==> src/rtl/fmc_adc_pattern_pkg.sv <==
// rtl/fmc_adc_pattern_pkg.sv - shared types, limits and LFSR step for the FMC-ADC pattern generator
package fmc_adc_pattern_pkg;

    typedef enum logic [1:0] {
        TRIANGLE = 2'd0,
        RAMP     = 2'd1,
        CONSTANT = 2'd2,
        LFSR     = 2'd3
    } t_pattern_mode;

    localparam int c_MAX_NCHAN = 8;
    localparam int c_MIN_NCHAN = 1;
    localparam int c_MIN_WIDTH = 8;
    localparam int c_MAX_WIDTH = 16;

    localparam logic [15:0] c_LFSR_TAPS = 16'hB400;

    // Odd channels start counting down.
    localparam logic [c_MAX_NCHAN-1:0] c_DIR_RESET = 8'hAA;

    // Right-shifting Fibonacci form: tap n of the polynomial reads state bit 16-n.
    function automatic logic [15:0] lfsr_next(input logic [15:0] s);
        logic fb;
        fb = 1'b0;
        for (int i = 0; i < 16; i++) begin
            fb = fb ^ (c_LFSR_TAPS[15-i] & s[i]);
        end
        return {fb, s[15:1]};
    endfunction

endpackage

==> src/rtl/fmc_adc_pattern_gen_if.sv <==
// rtl/fmc_adc_pattern_gen_if.sv - configuration and sample bus of the FMC-ADC pattern generator
interface fmc_adc_pattern_gen_if #(
    parameter int g_NCHAN = 4,
    parameter int g_WIDTH = 14
);
    logic                         enable_i;
    logic [1:0]                   mode_i;
    logic [g_WIDTH-1:0]           step_i;
    logic [g_WIDTH-1:0]           limit_i;
    logic [15:0]                  decim_i;
    logic [g_NCHAN*g_WIDTH-1:0]   data_o;
    logic                         valid_o;
    logic [g_NCHAN-1:0]           dir_o;
    logic [31:0]                  sample_cnt_o;
    logic                         cfg_err_o;

    modport master (
        input  enable_i, mode_i, step_i, limit_i, decim_i,
        output data_o, valid_o, dir_o, sample_cnt_o, cfg_err_o
    );

    modport slave (
        output enable_i, mode_i, step_i, limit_i, decim_i,
        input  data_o, valid_o, dir_o, sample_cnt_o, cfg_err_o
    );
endinterface

==> src/rtl/fmc_adc_pattern_chan.sv <==
// rtl/fmc_adc_pattern_chan.sv - one channel's value/direction/LFSR; LFSR built only with FMC_ADC_PATTERN_LFSR_EN
module fmc_adc_pattern_chan
    import fmc_adc_pattern_pkg::*;
#(
    parameter int g_WIDTH = 14
) (
    input  logic                clk_i,
    input  logic                rst_i,
    input  logic [2:0]          k,
    input  logic                tick,
    input  logic                reload,
    input  t_pattern_mode       mode,
    input  logic [g_WIDTH-1:0]  step,
    input  logic [g_WIDTH-1:0]  limit,
    input  logic                err,
    output logic [g_WIDTH-1:0]  sample,
    output logic                dir
);

    logic signed [g_WIDTH-1:0] x_q, x_cur, x_nxt;
    logic                      dir_q, dir_cur, dir_nxt;
    logic signed [g_WIDTH:0]   x_ext, step_ext, limit_ext, up_sum, dn_sum;

    // A mode change restarts the channel, and that restart value is what gets emitted.
    assign x_cur   = reload ? '0 : x_q;
    assign dir_cur = reload ? k[0] : dir_q;
    assign dir     = dir_cur;

    assign x_ext     = {x_cur[g_WIDTH-1], x_cur};
    assign step_ext  = {1'b0, step};
    assign limit_ext = {1'b0, limit};
    assign up_sum    = x_ext + step_ext;
    assign dn_sum    = x_ext - step_ext;

`ifdef FMC_ADC_PATTERN_LFSR_EN
    logic [15:0] lfsr_q, lfsr_cur, seed;

    assign seed     = 16'(k) + 16'd1;
    assign lfsr_cur = reload ? seed : lfsr_q;

    always_ff @(posedge clk_i) begin
        if (rst_i) begin
            lfsr_q <= seed;
        end else if (tick) begin
            lfsr_q <= (mode == LFSR && !err) ? lfsr_next(lfsr_cur) : lfsr_cur;
        end
    end
`else
    logic unused_k;
    assign unused_k = ^k[2:1];
`endif

    always_comb begin
        sample = '0;
        if (!err) begin
            case (mode)
                TRIANGLE, RAMP: sample = x_cur;
                CONSTANT:       sample = limit;
`ifdef FMC_ADC_PATTERN_LFSR_EN
                LFSR:           sample = lfsr_cur[g_WIDTH-1:0];
`else
                LFSR:           sample = '0;
`endif
                default:        sample = '0;
            endcase
        end
    end

    always_comb begin
        x_nxt   = x_cur;
        dir_nxt = dir_cur;
        if (!err) begin
            case (mode)
                TRIANGLE: begin
                    if (!dir_cur) begin
                        if (up_sum > limit_ext) begin
                            dir_nxt = 1'b1;
                            x_nxt   = dn_sum[g_WIDTH-1:0];
                        end else begin
                            x_nxt   = up_sum[g_WIDTH-1:0];
                        end
                    end else begin
                        if (dn_sum < -limit_ext) begin
                            dir_nxt = 1'b0;
                            x_nxt   = up_sum[g_WIDTH-1:0];
                        end else begin
                            x_nxt   = dn_sum[g_WIDTH-1:0];
                        end
                    end
                end
                RAMP:    x_nxt = up_sum[g_WIDTH-1:0];
                default: x_nxt = x_cur;
            endcase
        end
    end

    always_ff @(posedge clk_i) begin
        if (rst_i) begin
            x_q   <= '0;
            dir_q <= k[0];
        end else if (tick) begin
            x_q   <= x_nxt;
            dir_q <= dir_nxt;
        end
    end

endmodule

==> src/rtl/fmc_adc_pattern_gen.sv <==
// rtl/fmc_adc_pattern_gen.sv - N-channel decimated test-pattern source; LFSR mode needs FMC_ADC_PATTERN_LFSR_EN
module fmc_adc_pattern_gen
    import fmc_adc_pattern_pkg::*;
#(
    parameter int g_NCHAN = 4,
    parameter int g_WIDTH = 14
) (
    input  logic                   clk_i,
    input  logic                   rst_i,
    fmc_adc_pattern_gen_if.master  bus
);

    logic [15:0]                 dec_cnt;
    logic                        tick;
    logic                        reload;
    logic                        err_now;
    t_pattern_mode               mode_q;
    t_pattern_mode               mode_now;
    logic [g_NCHAN*g_WIDTH-1:0]  sample_bus;
    logic [g_NCHAN-1:0]          dir_bus;

    logic [g_NCHAN*g_WIDTH-1:0]  data_q;
    logic                        valid_q;
    logic [g_NCHAN-1:0]          dir_q;
    logic [31:0]                 cnt_q;
    logic                        err_q;

    // Equality compare lets a decim_i lowered mid-count run the counter round through 0xFFFF.
    assign tick     = bus.enable_i && (dec_cnt == bus.decim_i);
    assign mode_now = t_pattern_mode'(bus.mode_i);
    assign reload   = tick && (mode_now != mode_q);

`ifdef FMC_ADC_PATTERN_LFSR_EN
    assign err_now = (mode_now == TRIANGLE) && (bus.step_i > bus.limit_i);
`else
    assign err_now = ((mode_now == TRIANGLE) && (bus.step_i > bus.limit_i)) ||
                     (mode_now == LFSR);
`endif

    for (genvar k = 0; k < g_NCHAN; k++) begin : g_chan
        fmc_adc_pattern_chan #(
            .g_WIDTH (g_WIDTH)
        ) u_chan (
            .clk_i  (clk_i),
            .rst_i  (rst_i),
            .k      (3'(k)),
            .tick   (tick),
            .reload (reload),
            .mode   (mode_now),
            .step   (bus.step_i),
            .limit  (bus.limit_i),
            .err    (err_now),
            .sample (sample_bus[k*g_WIDTH +: g_WIDTH]),
            .dir    (dir_bus[k])
        );
    end

    always_ff @(posedge clk_i) begin
        if (rst_i) begin
            dec_cnt <= '0;
        end else if (bus.enable_i) begin
            dec_cnt <= tick ? 16'd0 : dec_cnt + 16'd1;
        end
    end

    always_ff @(posedge clk_i) begin
        if (rst_i) begin
            data_q  <= '0;
            valid_q <= 1'b0;
            dir_q   <= c_DIR_RESET[g_NCHAN-1:0];
            cnt_q   <= '0;
            err_q   <= 1'b0;
            mode_q  <= TRIANGLE;
        end else begin
            valid_q <= tick;
            if (tick) begin
                data_q <= sample_bus;
                dir_q  <= dir_bus;
                cnt_q  <= cnt_q + 32'd1;
                err_q  <= err_now;
                mode_q <= mode_now;
            end
        end
    end

    assign bus.data_o       = data_q;
    assign bus.valid_o      = valid_q;
    assign bus.dir_o        = dir_q;
    assign bus.sample_cnt_o = cnt_q;
    assign bus.cfg_err_o    = err_q;

endmodule

==> src/flat_wrapper.sv <==
// flat-port wrapper written by rule: the top's interface ports become plain ports
module fmc_adc_pattern_gen_flat import fmc_adc_pattern_pkg::*;
#(
    parameter int g_NCHAN = 4,
    parameter int g_WIDTH = 14
)
  (clk_i, rst_i, bus_enable_i, bus_mode_i, bus_step_i, bus_limit_i, bus_decim_i, bus_data_o, bus_valid_o, bus_dir_o, bus_sample_cnt_o, bus_cfg_err_o);
  fmc_adc_pattern_gen_if #(.g_NCHAN(g_NCHAN), .g_WIDTH(g_WIDTH)) bus_i ();
  input  logic clk_i;
  input  logic rst_i;
  input wire logic [$bits(bus_i.enable_i)-1:0] bus_enable_i;
  input wire logic [$bits(bus_i.mode_i)-1:0] bus_mode_i;
  input wire logic [$bits(bus_i.step_i)-1:0] bus_step_i;
  input wire logic [$bits(bus_i.limit_i)-1:0] bus_limit_i;
  input wire logic [$bits(bus_i.decim_i)-1:0] bus_decim_i;
  output wire logic [$bits(bus_i.data_o)-1:0] bus_data_o;
  output wire logic [$bits(bus_i.valid_o)-1:0] bus_valid_o;
  output wire logic [$bits(bus_i.dir_o)-1:0] bus_dir_o;
  output wire logic [$bits(bus_i.sample_cnt_o)-1:0] bus_sample_cnt_o;
  output wire logic [$bits(bus_i.cfg_err_o)-1:0] bus_cfg_err_o;
  assign bus_i.enable_i = bus_enable_i;
  assign bus_i.mode_i = bus_mode_i;
  assign bus_i.step_i = bus_step_i;
  assign bus_i.limit_i = bus_limit_i;
  assign bus_i.decim_i = bus_decim_i;
  assign bus_data_o = bus_i.data_o;
  assign bus_valid_o = bus_i.valid_o;
  assign bus_dir_o = bus_i.dir_o;
  assign bus_sample_cnt_o = bus_i.sample_cnt_o;
  assign bus_cfg_err_o = bus_i.cfg_err_o;
  fmc_adc_pattern_gen #(.g_NCHAN(g_NCHAN), .g_WIDTH(g_WIDTH)) u_core (.clk_i(clk_i), .rst_i(rst_i), .bus(bus_i));
endmodule
==> config.mk <==
export PLATFORM = sky130hd
export DESIGN_NAME = fmc_adc_pattern_gen_flat
export DESIGN_NICKNAME = d
export VERILOG_FILES = /design/src/rtl/fmc_adc_pattern_pkg.sv /design/src/rtl/fmc_adc_pattern_gen_if.sv /design/src/rtl/fmc_adc_pattern_chan.sv /design/src/rtl/fmc_adc_pattern_gen.sv /design/src/flat_wrapper.sv
export SDC_FILE = /design/constraint.sdc
export NUM_CORES = 1
export LEC_CHECK = 0
export ABC_AREA = 0
export BUFFER_PORTS_ARGS = -buffer_cell sky130_fd_sc_hd__clkbuf_2
export CAP_MARGIN = 10
export CORE_ASPECT_RATIO = 0.8
export CORE_MARGIN = 2
export CORE_UTILIZATION = 50
export CTS_BUF_LIST = sky130_fd_sc_hd__clkbuf_8
export DETAILED_ROUTE_END_ITERATION = 8
export GPL_TIMING_DRIVEN = 1
export MAX_ROUTING_LAYER = met4
export PLACE_DENSITY = 0.69
export SYNTH_ARGS = -nofsm -noshare
export SYNTH_HDL_FRONTEND = slang
export SYNTH_SLANG_ARGS = --single-unit
==> constraint.sdc <==
create_clock -name clk_i -period 12.87 [get_ports clk_i]
set_input_delay 0 -clock clk_i [delete_from_list [all_inputs] [get_ports clk_i]]
set_output_delay 0 -clock clk_i [all_outputs]
set_load 0.01 [all_outputs]
== Word level (Yosys, flattened, before mapping) ==
Cells that the tools add are included.
W data, S select, Z words.
Word-level totals
  input bits: 49
  register bits: 172
Cells by class
  eq/ne operators: 5
  $lt $le $gt $ge: 9
  $add $sub $neg: 11
  reductions and logical operators: 6
  mux-type cells: 57
Operator list (count)
  $mux W14: 24
  $pmux W14 S3: 4
  $pmux W14 S2: 4
  $add A14 B15 Y15: 4
  $gt A15 B15 Y1: 4
  $lt A15 B15 Y1: 4
  $sub A14 B15 Y15: 4
  $add A32 B1 Y32 const B: 1
  $mux W1: 24
  $add A16 B1 Y16 const B: 1
  $eq A16 B16 Y1: 1
  $mux W16: 1
  $neg A14 Y15: 1
  $gt A14 B14 Y1: 1
  $eq A2 B2 Y1 const B: 2
  $logic_and A1 B1 Y1: 3
  $eq A2 B1 Y1 const B: 1
  $logic_not A2 Y1: 1
  $ne A2 B2 Y1: 1
  $reduce_or A2 Y1: 1
  $logic_or A1 B1 Y1: 1

== Depth between registers and ports, before layout ==
  depth after elaboration: 10
  depth in mapped cells: 38
  mapped depth without buffers: 31

== By module ==
A second synthesis with hierarchy kept.
Unflattened totals
  cell total of the unflattened synthesis: 2979
  area total of the unflattened synthesis: 21503.1 um2
By module, submodules not included
  fmc_adc_pattern_chan (u_core.g_chan[1].u_chan ...): area each 3870.0 um2, sequential area each 310.3 um2, cells each 576, times used 2
  fmc_adc_pattern_gen: area each 5457.7 um2, sequential area each 2242.2 um2, cells each 669, times used 1
  fmc_adc_pattern_chan (u_core.g_chan[3].u_chan): area each 4266.6 um2, sequential area each 310.3 um2, cells each 604, times used 1
  fmc_adc_pattern_chan (u_core.g_chan[0].u_chan): area each 4038.9 um2, sequential area each 310.3 um2, cells each 554, times used 1

== Least setup slack after synthesis ==
OpenSTA, ideal clock, no wires.
  kind: register to register
  start point: register u_core.dec_cnt[8]
  end point: register u_core.g_chan[1].u_chan.x_q[10]
  setup slack: 5437 ps
  clock period less this slack: 7433 ps
  arrival time: 7311 ps
  cell stages (with the launch flop): 36
  setup time: 122 ps
  required time: 12748 ps
  cell sequence: dfxtp_1 xnor2_2 nand3_1 or4_4 or2_1 buf_2 clkbuf_1 clkbuf_1 clkbuf_1 clkbuf_1 nand2_1 inv_1 ha_1 maj3_2 maj3_2 maj3_1 maj3_2 a21oi_1 a211oi_1 or3_4 a31oi_1 a211oi_1 o21ai_0 a21oi_1 or2_2 ha_1 and4_1 and4_1 nand4_1 o21ai_0 nand2_1 a31o_1 buf_4 nand2_4 nor2_1 a221o_1
On the way
  cells in the longest elaborated chain, start to end: 10
  elaborated cells between the ends (all ways): 14
Ends and longest elaborated chain
  start: declaration: line fmc_adc_pattern_gen.sv:13  | logic [15:0] dec_cnt;
  start signal: assignment: line fmc_adc_pattern_gen.sv:62  | dec_cnt <= tick ? 16'd0 : dec_cnt + 16'd1;
  $eq A16 B16 Y1 (*): line fmc_adc_pattern_gen.sv:29  | assign tick = bus.enable_i && (dec_cnt == bus.decim_i);
  $logic_and A1 B1 Y1 (*): line fmc_adc_pattern_gen.sv:29
  $logic_and A1 B1 Y1: line fmc_adc_pattern_gen.sv:31  | assign reload = tick && (mode_now != mode_q);
  $mux W14: line fmc_adc_pattern_chan.sv:25  | assign x_cur = reload ? '0 : x_q;
  $add A14 B15 Y15 / $sub A14 B15 Y15 (equally long branches): line fmc_adc_pattern_chan.sv:32, fmc_adc_pattern_chan.sv:33
  $gt A15 B15 Y1 / $lt A15 B15 Y1 (equally long branches): line fmc_adc_pattern_chan.sv:76, fmc_adc_pattern_chan.sv:83
  $mux W14, on equally long branches: line fmc_adc_pattern_chan.sv:76, fmc_adc_pattern_chan.sv:83
  $mux W14: line fmc_adc_pattern_chan.sv:75  | if (!dir_cur) begin
  $pmux W14 S2: line fmc_adc_pattern_chan.sv:73  | case (mode)
  $mux W14: line fmc_adc_pattern_chan.sv:72  | if (!err) begin
  end signal: assignment: line fmc_adc_pattern_chan.sv:102  | x_q <= x_nxt;
  end: declaration: line fmc_adc_pattern_chan.sv:20  | logic signed [g_WIDTH-1:0] x_q, x_cur, x_nxt;
Mark *: on every way between the ends. The rest lies on a longest branch, timed or not.
A chain may end at the register's enable or synchronous reset.

== Worst setup path in the final report ==
  start point: register u_core.dec_cnt[10]
  end point: register u_core.g_chan[2].u_chan.x_q[8]
On the way
  cells in the longest elaborated chain, start to end: 10
  elaborated cells between the ends (all ways): 14
Ends and longest elaborated chain (line)
  $eq A16 B16 Y1 (*): fmc_adc_pattern_gen.sv:29
  $logic_and A1 B1 Y1 (*): fmc_adc_pattern_gen.sv:29
  $logic_and A1 B1 Y1: fmc_adc_pattern_gen.sv:31
  $mux W14: fmc_adc_pattern_chan.sv:25
  $add A14 B15 Y15 / $sub A14 B15 Y15 (equally long branches): fmc_adc_pattern_chan.sv:32, fmc_adc_pattern_chan.sv:33
  $gt A15 B15 Y1 / $lt A15 B15 Y1 (equally long branches): fmc_adc_pattern_chan.sv:76, fmc_adc_pattern_chan.sv:83
  $mux W14, on equally long branches: fmc_adc_pattern_chan.sv:76, fmc_adc_pattern_chan.sv:83
  $mux W14: fmc_adc_pattern_chan.sv:75
  $pmux W14 S2: fmc_adc_pattern_chan.sv:73
  $mux W14: fmc_adc_pattern_chan.sv:72
  end signal: assignment: fmc_adc_pattern_chan.sv:102
  end: declaration: fmc_adc_pattern_chan.sv:20
Marked as above.

==> flow_summary.json <==
{
  "path_clk_slew_ns": 0.11,
  "timing.rr.start": "u_core.dec_cnt[10]",
  "regArea_um2": 3440,
  "skew_ns": 0.0264,
  "num_vias": 20157,
  "worstPathRequired_ns": 13.34,
  "setup_tns_ns": 0,
  "grt_max_degree": 57,
  "grt_pass1_wl_um": 114000,
  "synthesis.yosys.warnings": 0,
  "hp-class": "in -> reg",
  "power.density_nw_per_um2": 66.2,
  "drc_errors": 0,
  "max_stage_delay_ns": 0.75,
  "antenna_found_initial": 5,
  "grtUsageTotal_pct": 41.4,
  "cp_slowest_cell": "or2_2",
  "die_x_um": 215,
  "hold-path-cell-count": 4,
  "path_class": "reg -> reg",
  "ios": 143,
  "tightest_slew_ns": 1.08,
  "maxCapViolCount": 0,
  "initial_core_util_pct": 51.1,
  "port_buffers": 142,
  "cts_sinks": 172,
  "netlist_area_um2": 17900,
  "grt_pass1_vias": 18400,
  "cp_top_family": "simple AND/OR/NAND/NOR gates",
  "finalWirelength_um": 77500,
  "stdcell_count": 2974,
  "nNetsFinal": 2725,
  "post-route-min-period_ns": 8.62,
  "multi_input_area_um2": 13400,
  "post-route-period-util_pct": 67.0,
  "postSynthAreaPerCell_um2": 7.35,
  "cts_made_buffers": 17,
  "cp-end-kind": "register",
  "reg2reg_to": "u_core.g_chan[2].u_chan.x_q[8]",
  "ant_nets": 0,
  "synth_nets": 2670,
  "slew_violations": 0,
  "r2r_cells": 30,
  "rsz0062_at_grt": "no",
  "synth_seq_area_share_pct": 19.3,
  "ctsLongestPathBuffers": 2,
  "htree_num_levels": 4,
  "path_buf_inv": 2,
  "rows": 61,
  "hold_path.startpoint": "bus_mode_i[1]",
  "wl_per_cell_um": 26.0,
  "fmax_mhz": 116,
  "synthCells": 2428,
  "ys_types": 95,
  "peakVddDrop_mv": 0.108,
  "insertion_delay_ns": 0.53,
  "root_buffer": "clkbuf_8",
  "synth_edf_count": 0,
  "status": "complete, no violations",
  "placed_cells": 2932,
  "min_delay_worst_endpoint": "u_core.mode_q[1]",
  "final_common_cell": "nand2_1",
  "dp_hpwl_um": 58500,
  "ys.flop_type": "dfxtp_1",
  "core_um2": 35000,
  "power_leakage_uw": 0.00809,
  "holdWs_ns": 0.0418,
  "reg2reg_slack_ns": 4.25,
  "tritoncts": "built",
  "slew_headroom_pct": 27.7,
  "critical_path.startpoint_type": "register",
  "path_max_fanout": 35,
  "dieArea_um2": 37300,
  "final.fill_count": 3476,
  "final.setup.worst_slack_ns": 4.25,
  "p_total_uw": 1280,
  "pre_cts_slack_ns": 4.49,
  "synthArstFlopShare_pct": 0,
  "final_cell_mix": "264 x nand2_1, 206 x nor2_1, 193 x ha_1",
  "drt-initial-drc-count": 2932,
  "hold_viol": 0,
  "cts_resized": 0,
  "grt_overflow_total": 0,
  "syn2layout_area_growth_pct": 8.17,
  "viasPerCell": 6.78,
  "globalplace.congestion": 1.08,
  "drive_gt1_share_pct": 11.0,
  "die_y_um": 173,
  "setup_viol": 0,
  "ys_ff_latch": 172,
  "worstPathArrival_ns": 9.09,
  "drtPass1Iterations": 9
}
-- worst min-delay path: cells and delay by family --
kind	cells	cell delay, ns
simple gates	1	0.11
compound gates	1	0.06
buf+inv	2	0.34
-- power breakdown --
part | internal (uW) | total (uW) | switching, uW
clock network | 168 | 413 | 245
registers | 533 | 533 | 0.849
logic | 110 | 333 | 223
total | 810 | 1280 | 469
-- layer usage --
| metal | routed length, um | global-route usage (%) |
|---|---|---|
| met3 | 10600 | 11.1 |
| met1 | 32400 | 56.8 |
| met2 | 31100 | 56.9 |
| met5 | 0 | - |
| met4 | 3320 | 17.2 |
-- cell families (layout without fill, tap and decap cells) --
group           count (synthesis)  after routing  share of synthesized area (%)
xor+xnor                      186            186                           9.16
other cells                     0              6                              0
buf+inv                       255            323                           5.61
compound gates                780            780                           28.8
mux                            31             31                           1.77
fa+ha+maj                     206            206                           14.3
simple gates                  798            798                           21.1
flops                         172            172                           19.3
-- stage by stage --
stage	utilization, %	cell area [um2]
2_1_floorplan	-	17900
3_3_place_gp	54.0	18900
3_5_place_dp	54.0	18900
4_1_cts	55.2	19300
5_1_grt	55.2	19300
6_report	55.3	19300
-- timing repair --
action	in CTS	in global routing
buffers inserted	0	0
hold buffers	4	0
endpoints found under the hold margin	14	0
-- worst max-delay path by stage --
stage / startpoint / end / cells past startpoint
6_report: u_core.dec_cnt[10] / u_core.g_chan[2].u_chan.x_q[8] / 30
5_1_grt: u_core.dec_cnt[0] / u_core.g_chan[2].u_chan.x_q[5] / 30
4_1_cts: u_core.dec_cnt[10] / u_core.g_chan[1].u_chan.x_q[10] / 30
3_5_place_dp: u_core.dec_cnt[10] / u_core.g_chan[1].u_chan.x_q[10] / 30
3_3_place_gp: u_core.dec_cnt[10] / u_core.g_chan[1].u_chan.x_q[10] / 30
2_1_floorplan: u_core.dec_cnt[8] / u_core.g_chan[1].u_chan.x_q[10] / 35
-- Yosys cell counts, drive strengths merged (8+ instances only) --
cell type | number | area [um2]
buf | 27 | 146
a22oi | 24 | 180
mux2i | 27 | 270
o21a | 37 | 278
a211oi | 25 | 205
o21bai | 18 | 135
clkbuf | 122 | 458
inv | 103 | 387
xnor2 | 131 | 1150
ha | 193 | 2410
or2 | 16 | 100
nor4 | 12 | 87.6
and2 | 30 | 188
o2111ai | 9 | 78.8
or4 | 8 | 71.3
o211ai | 24 | 180
a22o | 26 | 228
maj3 | 13 | 135
a21oi | 188 | 945
o31ai | 18 | 145
xor2 | 55 | 482
o21ai | 203 | 1030
nand3 | 69 | 345
a31oi | 31 | 200
a32oi | 9 | 78.8
nor2b | 28 | 175
o221ai | 12 | 105
nor2 | 210 | 793
a41oi | 9 | 78.8
nand4 | 41 | 263
o22ai | 16 | 100
nand2b | 30 | 188
a31o | 11 | 96.3
a21boi | 17 | 128
nand2 | 266 | 1010
a221o | 8 | 80.1
a21o | 27 | 203
nor3 | 31 | 160
dfxtp | 172 | 3440
and3 | 27 | 169
or3 | 16 | 105
a221oi | 9 | 85.1
-- final cells by class --
class | count | area share [%]
diodes | 6 | 0.0777
multi-input cells | 2001 | 69.5
clock inverters | 13 | 0.674
clock buffers | 19 | 1.35
well taps | 472 | 3.06
repair buffers | 185 | 5.40
flip-flops and latches | 172 | 17.8
inverters | 106 | 2.06
-- sequential cells by signal, summed over array words and instances, names as in the netlist --
register / cells
u_core.bus.sample_cnt_o: 32
u_core.bus.cfg_err_o: 1
u_core.bus.dir_o: 4
u_core.mode_q: 2
u_core.g_chan.u_chan.x_q: 56
u_core.dec_cnt: 16
u_core.bus.valid_o: 1
u_core.g_chan.u_chan.dir_q: 4
u_core.bus.data_o: 56
Power figures use the tool's default switching activity.
